**src/rtl/mem_arbiter.sv**
```systemverilog
// mem_arbiter
//   Shares one external Mem FIFO between NUM_REQ producers and a single
//   valid/ready consumer. The write side round-robins producer requests into
//   the FIFO write port and stops granting while the FIFO is full. The read
//   side keeps one output slot filled, hiding Mem's registered read latency.
//   It never reads an empty FIFO and never writes a full one.
//
// Ports
//   clk, reset      clock; synchronous active-high reset
//   req_i           per-producer request, held with data until granted
//   data_i          producer words, producer k at [k*DATA_WIDTH +: DATA_WIDTH]
//   gnt_o           one-hot/zero combinational grant; word is written this cycle
//   out_valid_o     output slot holds a word
//   out_ready_i     consumer accepts the word in the slot
//   out_data_o      consumer word, straight from Mem.Data_o
//   mem_wen_o       Mem.WEnable_i
//   mem_ren_o       Mem.REnable_i
//   mem_wdata_o     Mem.Data_i (zero when nothing is granted)
//   mem_data_i      Mem.Data_o
//   mem_empty_i     Mem.Empty_o
//   mem_full_i      Mem.Full_o
//   level_o         FIFO occupancy, 0..2**ADDR_WIDTH
module mem_arbiter #(
  parameter int NUM_REQ    = 4,
  parameter int DATA_WIDTH = 8,
  parameter int ADDR_WIDTH = 5
) (
  input  logic                          clk,
  input  logic                          reset,
  input  logic [NUM_REQ-1:0]            req_i,
  input  logic [NUM_REQ*DATA_WIDTH-1:0] data_i,
  output logic [NUM_REQ-1:0]            gnt_o,
  output logic                          out_valid_o,
  input  logic                          out_ready_i,
  output logic [DATA_WIDTH-1:0]         out_data_o,
  output logic                          mem_wen_o,
  output logic                          mem_ren_o,
  output logic [DATA_WIDTH-1:0]         mem_wdata_o,
  input  logic [DATA_WIDTH-1:0]         mem_data_i,
  input  logic                          mem_empty_i,
  input  logic                          mem_full_i,
  output logic [ADDR_WIDTH:0]           level_o
);

  localparam int PTR_W = $clog2(NUM_REQ);
  localparam int LVL_W = ADDR_WIDTH + 1;
  localparam logic [LVL_W-1:0] DEPTH = LVL_W'(1) << ADDR_WIDTH;

  // Same bit layout as data_i, indexed per producer.
  logic [NUM_REQ-1:0][DATA_WIDTH-1:0] words;
  assign words = data_i;

  logic [PTR_W-1:0]      rr;
  logic [PTR_W-1:0]      sel;
  logic [PTR_W:0]        idx;
  logic                  found;
  logic [NUM_REQ-1:0]    gnt;
  logic                  wen;
  logic                  ren;
  logic [DATA_WIDTH-1:0] wdata;
  logic                  valid;
  logic [LVL_W-1:0]      level;

  // ---------------------------------------------------------------------------
  // Round-robin arbitration. Scan rr, rr+1, ... (mod NUM_REQ) and grant the
  // first requester. idx carries one spare bit so rr+i never overflows before
  // the modulo wrap. Full and reset suppress every grant.
  // ---------------------------------------------------------------------------
  always_comb begin
    gnt   = '0;
    sel   = '0;
    idx   = '0;
    found = 1'b0;
    if (!reset && !mem_full_i) begin
      for (int i = 0; i < NUM_REQ; i++) begin
        idx = {1'b0, rr} + (PTR_W+1)'(i);
        if (idx >= (PTR_W+1)'(NUM_REQ))
          idx = idx - (PTR_W+1)'(NUM_REQ);
        if (!found && req_i[idx[PTR_W-1:0]]) begin
          found                 = 1'b1;
          gnt[idx[PTR_W-1:0]]   = 1'b1;
          sel                   = idx[PTR_W-1:0];
        end
      end
    end
  end

  assign wen = |gnt;

  // One-hot grant lets the write mux be a plain AND-OR; no grant gives zero.
  always_comb begin
    wdata = '0;
    for (int k = 0; k < NUM_REQ; k++)
      if (gnt[k])
        wdata = wdata | words[k];
  end

  // After granting producer k, priority starts just past k.
  always_ff @(posedge clk) begin
    if (reset)
      rr <= '0;
    else if (wen)
      rr <= (sel == PTR_W'(NUM_REQ-1)) ? '0 : sel + 1'b1;
  end

  // ---------------------------------------------------------------------------
  // Read side. A read is issued whenever the slot is empty or being emptied this
  // cycle. Mem.Data_o updates on the next edge, which is exactly when the slot
  // becomes valid. While the consumer stalls, no read is issued, so Mem.Data_o
  // and therefore out_data_o hold still.
  // ---------------------------------------------------------------------------
  assign ren = !reset && !mem_empty_i && (!valid || out_ready_i);

  always_ff @(posedge clk) begin
    if (reset)
      valid <= 1'b0;
    else if (ren)
      valid <= 1'b1;
    else if (valid && out_ready_i)
      valid <= 1'b0;
  end

  // ---------------------------------------------------------------------------
  // Occupancy of Mem itself (the output slot is not counted).
  // ---------------------------------------------------------------------------
  always_ff @(posedge clk) begin
    if (reset)
      level <= '0;
    else begin
      case ({wen, ren})
        2'b10:   level <= level + 1'b1;
        2'b01:   level <= level - 1'b1;
        default: level <= level;
      endcase
    end
  end

`ifndef SYNTHESIS
  always_ff @(posedge clk) begin
    if (!reset) begin
      assert (!(ren && level == '0))
        else $error("mem_arbiter: read issued with level 0");
      assert (!(wen && level == DEPTH))
        else $error("mem_arbiter: write issued with FIFO at capacity");
    end
  end
`endif

  assign gnt_o       = gnt;
  assign mem_wen_o   = wen;
  assign mem_ren_o   = ren;
  assign mem_wdata_o = wdata;
  assign out_valid_o = valid;
  assign out_data_o  = mem_data_i;
  assign level_o     = level;

endmodule

```
**config.mk**
```make
export PLATFORM = sky130hd
export DESIGN_NAME = mem_arbiter
export DESIGN_NICKNAME = d
export VERILOG_FILES = /design/src/rtl/mem_arbiter.sv
export SDC_FILE = /design/constraint.sdc
export NUM_CORES = 1
export LEC_CHECK = 0
export BUFFER_PORTS_ARGS = -buffer_cell sky130_fd_sc_hd__buf_2
export CAP_MARGIN = 20
export CORE_MARGIN = 1
export CORE_UTILIZATION = 50
export DETAILED_ROUTE_END_ITERATION = 7
export PLACE_DENSITY = 0.9
export SYNTH_ARGS = -nofsm -noshare
export SYNTH_HDL_FRONTEND = slang
export SYNTH_SLANG_ARGS = --single-unit
```
**constraint.sdc**
```tcl
create_clock -name clk -period 14.6 [get_ports clk]
set_clock_uncertainty 0.2 [all_clocks]
set_input_delay 0.73 -clock clk [delete_from_list [all_inputs] [get_ports clk]]
set_output_delay 0.73 -clock clk [all_outputs]
set_load 0.01 [all_outputs]
```
==> run_results.csv <==
group,metric,value,unit
critical_path,worstPathCellList,"inv_1 -> ha_1 -> mux2_4 -> mux2i_4 -> o211ai_1 -> a41o_1 -> o221ai_1 -> nor2_1 -> or3_1 -> ha_1 -> ha_1 -> a21o_1 -> a21oi_1 -> o21bai_1 -> a21oi_1 -> xor2_1 -> or3_1 -> a21oi_1",
cells_and_area,drive_gt1_frac,0.354,
pwr,clockPowerShare,0.078,
clock_network,numCtsBuffers,3,
cells_and_area,nets,292,
pwr,leakage,0.811,nW
pwr,power_frac_seq,0.172,
timing,fin_setup_tns,0,ps
timing,fin_crit,5400,ps
status,violations,"design-rule violations",
logic_synthesis,ys.flop_type,"dfxtp_1",
critical_path,critPathKind,"flop to flop",
pwr,p_int,0.000123,W
logic_synthesis,synth.net_count,245,
die,row_count,19,
timing,slew_headroom,0.573,
routing,wire_per_inst,14.5,um
critical_path,cp-start-kind,"flop",
routing,drc,18,
die,start_util,0.540,
clock_network,clock_path_buffers,2,
routing,drt_iter0_markers,75,
cells_and_area,syn_to_final_growth,16.3,%
timing,setup_viol,0,
routing,viasPerCell,6.01,
global_route,grt.total_usage,0.231,
pwr,power.density,140,mW/mm^2
timing,worst_pin_slew,639,ps
logic_synthesis,synth-seq-area-share,0.119,
timing,fmax,185,MHz
flow_run,cap_violations,0,
pwr,swShare,0.501,
clock_network,post-cts-setup-buffers,0,
cells_and_area,n_antenna_cell,0,
clock_network,cts_hold_buf,0,
logic_synthesis,syn_area_per_cell,8.28,sq um
critical_path,end_kind,"flop",
logic_synthesis,synth_seq_cells,9,
critical_path,max_stage_delay,730,ps
critical_path,crit_required,14590,ps
cells_and_area,final_common_cell,"buf_2",
logic_synthesis,synth_top_cell_area_share,0.119,
placed_design,dpl_cell_area,0.00174,sq mm
critical_path,slowest_stage,"dfxtp_1",
pwr,vdd_drop_max,0.0973,mV
placed_design,gp_congestion,0.885,
global_route,overflow,0,
placed_design,dp_hpwl,2920,um
timing,period_share,0.370,
clock_network,clockRootBuffer,"clkbuf_4",
critical_path,critical_path_arrival,5380,ps
critical_path,crit_fanout,19,
timing,rsz0062_at_grt,"false",
cells_and_area,most-common-layout-cells,"61 x buf_2, 24 x nor2_1, 12 x ha_1, 11 x a21oi_1, 9 x dfxtp_1",
pwr,switchingPower,0.000124,W
global_route,grt_pass1_vias,1404,
placed_design,dp.cells,256,
logic_synthesis,synth.area.top_cells,"dfxtp_1 12%, ha_1 9.9%, nor2_1 5.9%, a221o_1 5.3%, a22o_1 4.6%",
logic_synthesis,yosysWarnings,0,
cells_and_area,fillers,252,
timing,hold_viol,0,
clock_network,cts_sinks,9,
clock_network,cts_tree,"yes",
die,dieWidth,57.1,um
clock_network,clk_pin_slew,60,ps
die,core_area,0.00281,sq mm
status,status,"finished, violations left",
pwr,pwr-share-comb,0.750,
routing,ant_nets,0,
global_route,grt_max_degree,20,
global_route,grt_first_pass_wirelength,6070,um
global_route,antenna_found_initial,0,
die,pin_count,78,
clock_network,htree_levels,1,
logic_synthesis,syn_inst,183,
routing,drt-total-wl,3780,um
routing,vias,1563,
cells_and_area,fin_cells,260,
placed_design,place_ws,9310,ps
logic_synthesis,synthArstFlopShare,0,
timing,finalMaxSlewViolations,0,
logic_synthesis,yosys.area.top_type,"dfxtp_1",
worst_hold_path,hold_path.class,"flop to flop",
critical_path,reg2reg_slack,9200,ps
die,fp.dieH,57.1,um
logic_synthesis,synth_cell_types,58,
placed_design,port_buffers,61,
die,die-area,0.00325,sq mm
logic_synthesis,synth.cell_area,0.00152,sq mm
clock_network,clk-insertion-delay-late,250,ps
timing,layout_setup_ws,9200,ps
logic_synthesis,synth_edf_count,0,
cells_and_area,stdcell_area,0.00176,sq mm
routing,firstDrtPassIters,6,
clock_network,cts_resized,0,
per-stage QoR:
step | hold slack (ps) | total power, W | utilization
detailed placement | 278 | 0.000226 | 0.619
global route | 310 | 0.000268 | 0.628
floorplan | 303 | 0.000190 | -
CTS | 287 | 0.000246 | 0.628
finish | 295 | 0.000247 | 0.628
global placement | 271 | 0.000220 | 0.619
flip-flops by register name (all words and copies together) (netlist names):
name / count
out_valid_o: 1
rr: 2
level_o: 6
metal layers:
metal / track usage / part of all wire / vias up
met1: 0.276 / 0.42 / 718
met2: 0.434 / 0.52 / 69
met4: 0.0557 / 0.0050 / 0
met3: 0.0317 / 0.058 / 2
li1: - / - / 774
met5: 0 / 0 / -
final timing paths:
| path | from | end | depth (start not counted) |
|---|---|---|---|
| worst max register to register | rr[0] | level_o[5] | 18 |
| worst min-delay path | level_o[5] | level_o[5] | 2 |
| worst max-delay path | rr[0] | level_o[5] | 18 |
| worst min register to register | level_o[5] | level_o[5] | 2 |
worst max-delay path, delay by kind of cell, from the launching register on:
family / cells / cell delay (ps)
compound gates: 8 / 1410
fa+ha+maj: 3 / 1180
simple gates: 3 / 760
flops: 1 / 730
mux: 2 / 630
buf+inv: 1 / 330
xor+xnor: 1 / 90
synth_stat cells, drive strengths merged, types with 2 or more instances:
| cell type | count |
|---|---|
| nor2 | 24 |
| buf | 15 |
| a21oi | 13 |
| ha | 12 |
| dfxtp | 9 |
| a221o | 8 |
| a22o | 8 |
| mux2i | 6 |
| nand2 | 6 |
| nand2b | 6 |
| inv | 5 |
| o21ai | 5 |
| and3 | 4 |
| clkbuf | 4 |
| mux2 | 4 |
| nor3 | 4 |
| a211oi | 3 |
| nand3b | 3 |
| o211ai | 3 |
| o221ai | 3 |
| xnor2 | 3 |
| xor2 | 3 |
| a2111oi | 2 |
| a21o | 2 |
| nor2b | 2 |
| nor4 | 2 |
| o21bai | 2 |
| o22ai | 2 |
| or2 | 2 |
| or3 | 2 |
| or4 | 2 |
power by group through the flow:
| stage | logic [W] | registers (W) | clock network (W) |
|---|---|---|---|
| 2_1_floorplan | 0.000151 | 0.0000388 | 0 |
| 3_3_place_gp | 0.000178 | 0.0000423 | 0 |
| 3_5_place_dp | 0.000183 | 0.0000428 | 0 |
| 4_1_cts | 0.000184 | 0.0000422 | 0.0000202 |
| 5_1_grt | 0.000203 | 0.0000435 | 0.0000211 |
| 6_report | 0.000185 | 0.0000424 | 0.0000192 |
final cells by class:
class                      count  area (sq um)  area share
sequential                     9           180       0.102
tap                           31          38.8      0.0220
timing repair buffer          61           305       0.173
inverter                       6          22.5      0.0128
clock buffer                   4          26.3      0.0149
multi-input combinational    149          1190       0.675
cells by family (layout without fill, tap and decap cells):
logic type,after synthesis,after routing,synth area share
xor+xnor,6,6,0.0347
compound gates,58,58,0.315
buf+inv,25,71,0.0966
simple gates,62,62,0.235
fa+ha+maj,13,13,0.112
mux,10,10,0.0875
flops,9,9,0.119
Note: power is estimated with default switching activity, not from simulation.
